### config.mk
export PLATFORM = sky130hd
export DESIGN_NAME = mdr_mem_ctrl_flat
export DESIGN_NICKNAME = d
export VERILOG_FILES = /design/src/rtl/mdr_mem_ctrl_if.sv /design/src/rtl/mdr_mem_ctrl.sv /design/src/flat_wrapper.sv
export SDC_FILE = /design/constraint.sdc
export NUM_CORES = 1
export LEC_CHECK = 0
export ABC_AREA = 1
export BUFFER_PORTS_ARGS = -buffer_cell sky130_fd_sc_hd__buf_4
export CORE_ASPECT_RATIO = 1.25
export CORE_MARGIN = 2
export CORE_UTILIZATION = 30
export DETAILED_ROUTE_END_ITERATION = 7
export SYNTH_ARGS = -nofsm -noshare
export SYNTH_HDL_FRONTEND = slang
export SYNTH_SLANG_ARGS = --single-unit
### constraint.sdc
create_clock -name clk -period 3.05 [get_ports clk]
set_input_delay 0.4575 -clock clk [delete_from_list [all_inputs] [get_ports clk]]
set_output_delay 0.4575 -clock clk [all_outputs]
set_load 0.01 [all_outputs]
### src/rtl/mdr_mem_ctrl_if.sv
// Memory data register bus bundle: control-unit strobes, internal bus, and memory port.
// The master side drives commands and memory responses; the slave side is the MDR.
interface mdr_mem_ctrl_if #(
    parameter int DATA_W = 32
);
    logic              enable;
    logic              read;
    logic              write;
    logic [DATA_W-1:0] BusData;
    logic [DATA_W-1:0] Mdatain;
    logic              mem_ack;
    logic              mem_rd_req;
    logic              mem_wr_req;
    logic [DATA_W-1:0] Mdataout;
    logic [DATA_W-1:0] Q;
    logic              busy;
    logic              done;
    logic              err;

    modport master (
        output enable, read, write, BusData, Mdatain, mem_ack,
        input  mem_rd_req, mem_wr_req, Mdataout, Q, busy, done, err
    );

    modport slave (
        input  enable, read, write, BusData, Mdatain, mem_ack,
        output mem_rd_req, mem_wr_req, Mdataout, Q, busy, done, err
    );
endinterface

### src/rtl/mdr_mem_ctrl.sv
// Memory data register with a req/ack handshake to a variable-latency memory.
// Define MDR_TIMEOUT_EN to abort unacknowledged requests after TIMEOUT_CYC cycles.
module mdr_mem_ctrl #(
    parameter int DATA_W      = 32,
    parameter int TIMEOUT_CYC = 16
) (
    input  logic         clk,
    input  logic         clr,
    mdr_mem_ctrl_if.slave bus
);
    typedef enum logic [1:0] {
        IDLE    = 2'd0,
        RD_WAIT = 2'd1,
        WR_WAIT = 2'd2
    } state_t;

    state_t            state;
    state_t            state_nxt;
    logic [DATA_W-1:0] q_r;
    logic              done_r;
    logic              err_r;

    logic load_bus;
    logic load_mem;
    logic set_done;
    logic start_cmd;
    logic timeout;
    logic timeout_hit;

    if (TIMEOUT_CYC < 2) begin : g_bad_timeout
        $error("mdr_mem_ctrl: TIMEOUT_CYC must be at least 2");
    end

`ifdef MDR_TIMEOUT_EN
    localparam int CNT_W = $clog2(TIMEOUT_CYC);

    logic [CNT_W-1:0] wait_cnt;

    // Held at zero in IDLE so every wait starts counting from zero.
    always_ff @(posedge clk) begin
        if (clr || state == IDLE) begin
            wait_cnt <= '0;
        end else begin
            wait_cnt <= wait_cnt + CNT_W'(1);
        end
    end

    assign timeout = (wait_cnt == CNT_W'(TIMEOUT_CYC - 1));
`else
    assign timeout = 1'b0;
`endif

    // NOTE: sequential state uses non-blocking assignments so every flop samples pre-edge values.
    always_ff @(posedge clk) begin
        if (clr) begin
            state  <= IDLE;
            q_r    <= '0;
            done_r <= 1'b0;
            err_r  <= 1'b0;
        end else begin
            state  <= state_nxt;
            done_r <= set_done;
            if (load_bus) begin
                q_r <= bus.BusData;
            end else if (load_mem) begin
                q_r <= bus.Mdatain;
            end
            if (timeout_hit) begin
                err_r <= 1'b1;
            end else if (start_cmd) begin
                err_r <= 1'b0;
            end
        end
    end

    // NOTE: every combinational output gets a default first so no latch is inferred.
    always_comb begin
        state_nxt   = state;
        load_bus    = 1'b0;
        load_mem    = 1'b0;
        set_done    = 1'b0;
        start_cmd   = 1'b0;
        timeout_hit = 1'b0;
        unique case (state)
            IDLE: begin
                if (bus.enable && bus.read) begin
                    state_nxt = RD_WAIT;
                    start_cmd = 1'b1;
                end else if (bus.enable) begin
                    load_bus = 1'b1;
                end else if (bus.write) begin
                    state_nxt = WR_WAIT;
                    start_cmd = 1'b1;
                end
            end
            RD_WAIT: begin
                if (bus.mem_ack) begin
                    state_nxt = IDLE;
                    load_mem  = 1'b1;
                    set_done  = 1'b1;
                end else if (timeout) begin
                    state_nxt   = IDLE;
                    timeout_hit = 1'b1;
                end
            end
            WR_WAIT: begin
                if (bus.mem_ack) begin
                    state_nxt = IDLE;
                    set_done  = 1'b1;
                end else if (timeout) begin
                    state_nxt   = IDLE;
                    timeout_hit = 1'b1;
                end
            end
            default: state_nxt = IDLE;
        endcase
    end

    always_comb begin
        bus.mem_rd_req = (state == RD_WAIT);
        bus.mem_wr_req = (state == WR_WAIT);
        bus.busy       = (state == RD_WAIT) || (state == WR_WAIT);
    end

    assign bus.Q        = q_r;
    assign bus.Mdataout = q_r;
    assign bus.done     = done_r;
    assign bus.err      = err_r;
endmodule
### src/flat_wrapper.sv
// flat-port wrapper written by rule: the top's interface ports become plain ports
module mdr_mem_ctrl_flat 
#(
    parameter int DATA_W      = 32,
    parameter int TIMEOUT_CYC = 16
)
  (clk, clr, bus_enable, bus_read, bus_write, bus_BusData, bus_Mdatain, bus_mem_ack, bus_mem_rd_req, bus_mem_wr_req, bus_Mdataout, bus_Q, bus_busy, bus_done, bus_err);
  mdr_mem_ctrl_if #(.DATA_W(DATA_W)) bus_i ();
  input  logic clk;
  input  logic clr;
  input wire logic [$bits(bus_i.enable)-1:0] bus_enable;
  input wire logic [$bits(bus_i.read)-1:0] bus_read;
  input wire logic [$bits(bus_i.write)-1:0] bus_write;
  input wire logic [$bits(bus_i.BusData)-1:0] bus_BusData;
  input wire logic [$bits(bus_i.Mdatain)-1:0] bus_Mdatain;
  input wire logic [$bits(bus_i.mem_ack)-1:0] bus_mem_ack;
  output wire logic [$bits(bus_i.mem_rd_req)-1:0] bus_mem_rd_req;
  output wire logic [$bits(bus_i.mem_wr_req)-1:0] bus_mem_wr_req;
  output wire logic [$bits(bus_i.Mdataout)-1:0] bus_Mdataout;
  output wire logic [$bits(bus_i.Q)-1:0] bus_Q;
  output wire logic [$bits(bus_i.busy)-1:0] bus_busy;
  output wire logic [$bits(bus_i.done)-1:0] bus_done;
  output wire logic [$bits(bus_i.err)-1:0] bus_err;
  assign bus_i.enable = bus_enable;
  assign bus_i.read = bus_read;
  assign bus_i.write = bus_write;
  assign bus_i.BusData = bus_BusData;
  assign bus_i.Mdatain = bus_Mdatain;
  assign bus_i.mem_ack = bus_mem_ack;
  assign bus_mem_rd_req = bus_i.mem_rd_req;
  assign bus_mem_wr_req = bus_i.mem_wr_req;
  assign bus_Mdataout = bus_i.Mdataout;
  assign bus_Q = bus_i.Q;
  assign bus_busy = bus_i.busy;
  assign bus_done = bus_i.done;
  assign bus_err = bus_i.err;
  mdr_mem_ctrl #(.DATA_W(DATA_W), .TIMEOUT_CYC(TIMEOUT_CYC)) u_core (.clk(clk), .clr(clr), .bus(bus_i));
endmodule
==> results_tabular.tex <==
\begin{tabular}{lr}
\hline
Metric & Value \\
\hline
\multicolumn{2}{l}{\textbf{Placement}} \\
Post-placement cell count & 525 \\
GPL Wtd Cong & 0.723 \\
Count of buffers inserted at the top-level ports & 137 \\
Detailed-placement wirelength estimate & 4550 um \\
Minimum setup slack after placement & 1020 ps \\
\multicolumn{2}{l}{\textbf{Die}} \\
Die height & 101 um \\
Overall die width & 81.5 um \\
Starting density of the core & 0.308 \\
Ports placed on the boundary & 139 \\
DIE AREA & 0.00823 mm2 \\
Number of placement rows & 35 \\
Core box area & 0.00731 mm2 \\
\multicolumn{2}{l}{\textbf{Critical path}} \\
Element type at the critical path end & register \\
Worst-path fanout max & 33 \\
Crit path DAT & 2000 ps \\
Crit start category & register \\
Critical path data required time & 3210 ps \\
Path type of the worst setup path & reg2reg \\
\multicolumn{2}{l}{\textbf{Drt}} \\
Vias per std cell & 4.54 \\
Total iterations of the first detailed-routing run & 4 \\
Wire length per cell after detailed routing & 11.9 um \\
1st-iter DRT viols & 56 \\
Aggregate routed wire length & 6330 um \\
Antenna viol nets, final & 0 \\
Overall via count from detail\_route & 2421 \\
DRC & 0 \\
\multicolumn{2}{l}{\textbf{Clock network}} \\
Number of clock buffers inserted by TritonCTS & 5 \\
CTS Sinks & 35 \\
Count of hold-fix buffers inserted at cts & 0 \\
CTS root buffer & sky130\_fd\_sc\_hd\_\_clkbuf\_8 \\
TritonCTS clock tree & yes \\
Cts repair resizes & 0 \\
Post-CTS setup buffer count & 0 \\
Clock tree buffer depth & 2 \\
Later-pin clock latency in the skew report & 280 ps \\
Post-CTS clock slew at the launch and capture registers of the worst setup and hold paths & 80 ps \\
H-tree levels & 2 \\
\multicolumn{2}{l}{\textbf{STA}} \\
Post-route setup slack & 1220 ps \\
Minimum period implied by the final worst setup slack & 1830 ps \\
Tightest Pin Transition & 565 ps \\
Final clock skew & 6.68 ps \\
TNS Setup & 0 ps \\
Total count of hold-check failures in the final report & 0 \\
Maximum clock frequency & 545 MHz \\
Final period util & 0.602 \\
Final setup viols & 0 \\
Worst slew margin & 0.623 \\
Max-slew violation count & 0 \\
RSZ-0062 raised after global routing & no \\
\multicolumn{2}{l}{\textbf{Synthesis}} \\
Number of different library cells in the post-synthesis netlist & 16 \\
Synth area leaders & sky130\_fd\_sc\_hd\_\_dfxtp\_1 31\%, sky130\_fd\_sc\_hd\_\_nor2\_1 17\%, sky130\_fd\_sc\_hd\_\_buf\_4 13\% \\
Dominant cell type by area after synthesis & sky130\_fd\_sc\_hd\_\_dfxtp\_1 \\
Synth top area share & 0.311 \\
Post-synthesis sequential area ratio & 0.311 \\
Syn nets & 425 \\
Number of instances in the synthesized netlist & 351 \\
Number of flip-flops and latches in the synthesized netlist & 35 \\
Synthesized area & 0.00225 mm2 \\
Post-synthesis area per instance & 6.42 um2 \\
Number of warnings reported in the yosys synthesis log & 0 \\
\multicolumn{2}{l}{\textbf{Outcome}} \\
Status & completed \\
\multicolumn{2}{l}{\textbf{Finish}} \\
Multi-input gate area & 0.00101 mm2 \\
Storage cell area & 701 um2 \\
Fraction of final layout cells with drive strength greater than 1 & 0.342 \\
Synth-to-Final Area Change & 39.0\% \\
Most common cell after layout, fill and taps aside & sky130\_fd\_sc\_hd\_\_buf\_4 \\
Fin cells & 533 \\
Number of nets in the layout & 514 \\
Fill cells & 835 \\
ANT cells & 0 \\
Commonest non-fill, non-tap cells in the layout & 139 x sky130\_fd\_sc\_hd\_\_buf\_4, 101 x sky130\_fd\_sc\_hd\_\_nor2\_1, 42 x sky130\_fd\_sc\_hd\_\_nand2\_1, 38 x sky130\_fd\_sc\_hd\_\_inv\_1 \\
\multicolumn{2}{l}{\textbf{GRT}} \\
First-pass GRT wire length & 9690 um \\
Maximum number of pins on one net before global-route repair & 37 \\
Gr usage total & 0.150 \\
Via count of the first global-routing pass & 2114 \\
Remaining global-route overflow & 0 \\
Antenna violations before repair & 0 \\
\multicolumn{2}{l}{\textbf{Power and ir drop}} \\
Static leakage & 0.00164 uW \\
Power per cell area & 464 mW/mm2 \\
Max IR drop VDD & 0.279 mV \\
\multicolumn{2}{l}{\textbf{Flow run}} \\
Max-cap violation count & 0 \\
\multicolumn{2}{l}{\textbf{Hold path}} \\
Class of the most critical hold timing path & in2reg \\
\hline
\end{tabular}
-- report_power, final --
| part | internal [uW] | leakage, uW | total [uW] | switching, uW |
|---|---|---|---|---|
| registers | 498 | 0.000286 | 530 | 32.0 |
| logic | 226 | 0.00129 | 488 | 262 |
| clock network | 265 | 0.0000612 | 437 | 172 |
| total | 989 | 0.00164 | 1460 | 467 |
-- routing by layer --
| metal | routed length, um | track usage | part of all wire | up-vias |
|---|---|---|---|---|
| met5 | 0 | 0 | 0 | - |
| met4 | 73 | 0.0482 | 0.012 | 0 |
| met3 | 462 | 0.0314 | 0.073 | 7 |
| met2 | 3400 | 0.276 | 0.54 | 85 |
| met1 | 2400 | 0.168 | 0.38 | 1083 |
| li1 | - | - | - | 1246 |
-- Yosys cell counts --
cell type / number
sky130_fd_sc_hd__a21oi_1: 1
sky130_fd_sc_hd__buf_2: 11
sky130_fd_sc_hd__buf_4: 39
sky130_fd_sc_hd__buf_6: 3
sky130_fd_sc_hd__clkbuf_1: 4
sky130_fd_sc_hd__conb_1: 1
sky130_fd_sc_hd__dfxtp_1: 35
sky130_fd_sc_hd__ha_1: 4
sky130_fd_sc_hd__inv_1: 38
sky130_fd_sc_hd__inv_2: 2
sky130_fd_sc_hd__nand2_1: 42
sky130_fd_sc_hd__nand2_4: 1
sky130_fd_sc_hd__nand3_1: 35
sky130_fd_sc_hd__nand3_4: 1
sky130_fd_sc_hd__nand4_1: 33
sky130_fd_sc_hd__nor2_1: 101
-- kinds of logic (layout without fill, tap and decap cells) --
family          count (synthesis)  in the layout  share of synthesized area
simple gates                  213            213                      0.420
compound gates                  1              1                    0.00222
fa+ha+maj                       4              4                     0.0222
other cells                     1              1                    0.00166
buf+inv                        97            187                      0.243
flops                          35             35                      0.311
-- path summary, 6_finish.rpt --
kind                                      start                      end  slack (ps)  depth (start not counted)
worst max-delay path            u_core.state[0]  u_core.bus.Mdataout[18]        1220                          7
worst min-delay path                bus_mem_ack          u_core.bus.done         420                          3
worst max register to register  u_core.state[0]  u_core.bus.Mdataout[18]        1220                          7
worst min register to register  u_core.state[0]          u_core.state[0]         490                          2
-- sequential cells by signal (all words and copies together), names as in the netlist --
register / cells
u_core.state: 2
u_core.bus.done: 1
u_core.bus.Mdataout: 32
-- area by class of cell --
type	count	area share
tap	92	0.0367
clock inverter	2	0.0112
clock buffer	6	0.0264
timing repair buffer	139	0.333
multi-input combinational	219	0.321
inverter	40	0.0479
sequential	35	0.224
-- worst max-delay path: stages (launching register included) --
cell,delay (ps)
sky130_fd_sc_hd__dfxtp_1,330
sky130_fd_sc_hd__inv_1,110
sky130_fd_sc_hd__ha_1,220
sky130_fd_sc_hd__nand3_4,360
sky130_fd_sc_hd__nand2_4,450
sky130_fd_sc_hd__nor2_1,70
sky130_fd_sc_hd__nor2_1,110
sky130_fd_sc_hd__nor2_1,50
-- per-stage QoR --
step | total power [uW] | hold slack, ps | util | cell area, um2
2_1_floorplan | 866 | 457 | - | 2250
3_5_place_dp | 1030 | 481 | 0.412 | 3020
4_1_cts | 1480 | 406 | 0.428 | 3130
3_3_place_gp | 1030 | 469 | 0.412 | 3020
5_1_grt | 1550 | 424 | 0.428 | 3130
6_report | 1460 | 415 | 0.428 | 3130
No activity file was read; power rests on OpenSTA's default activity.
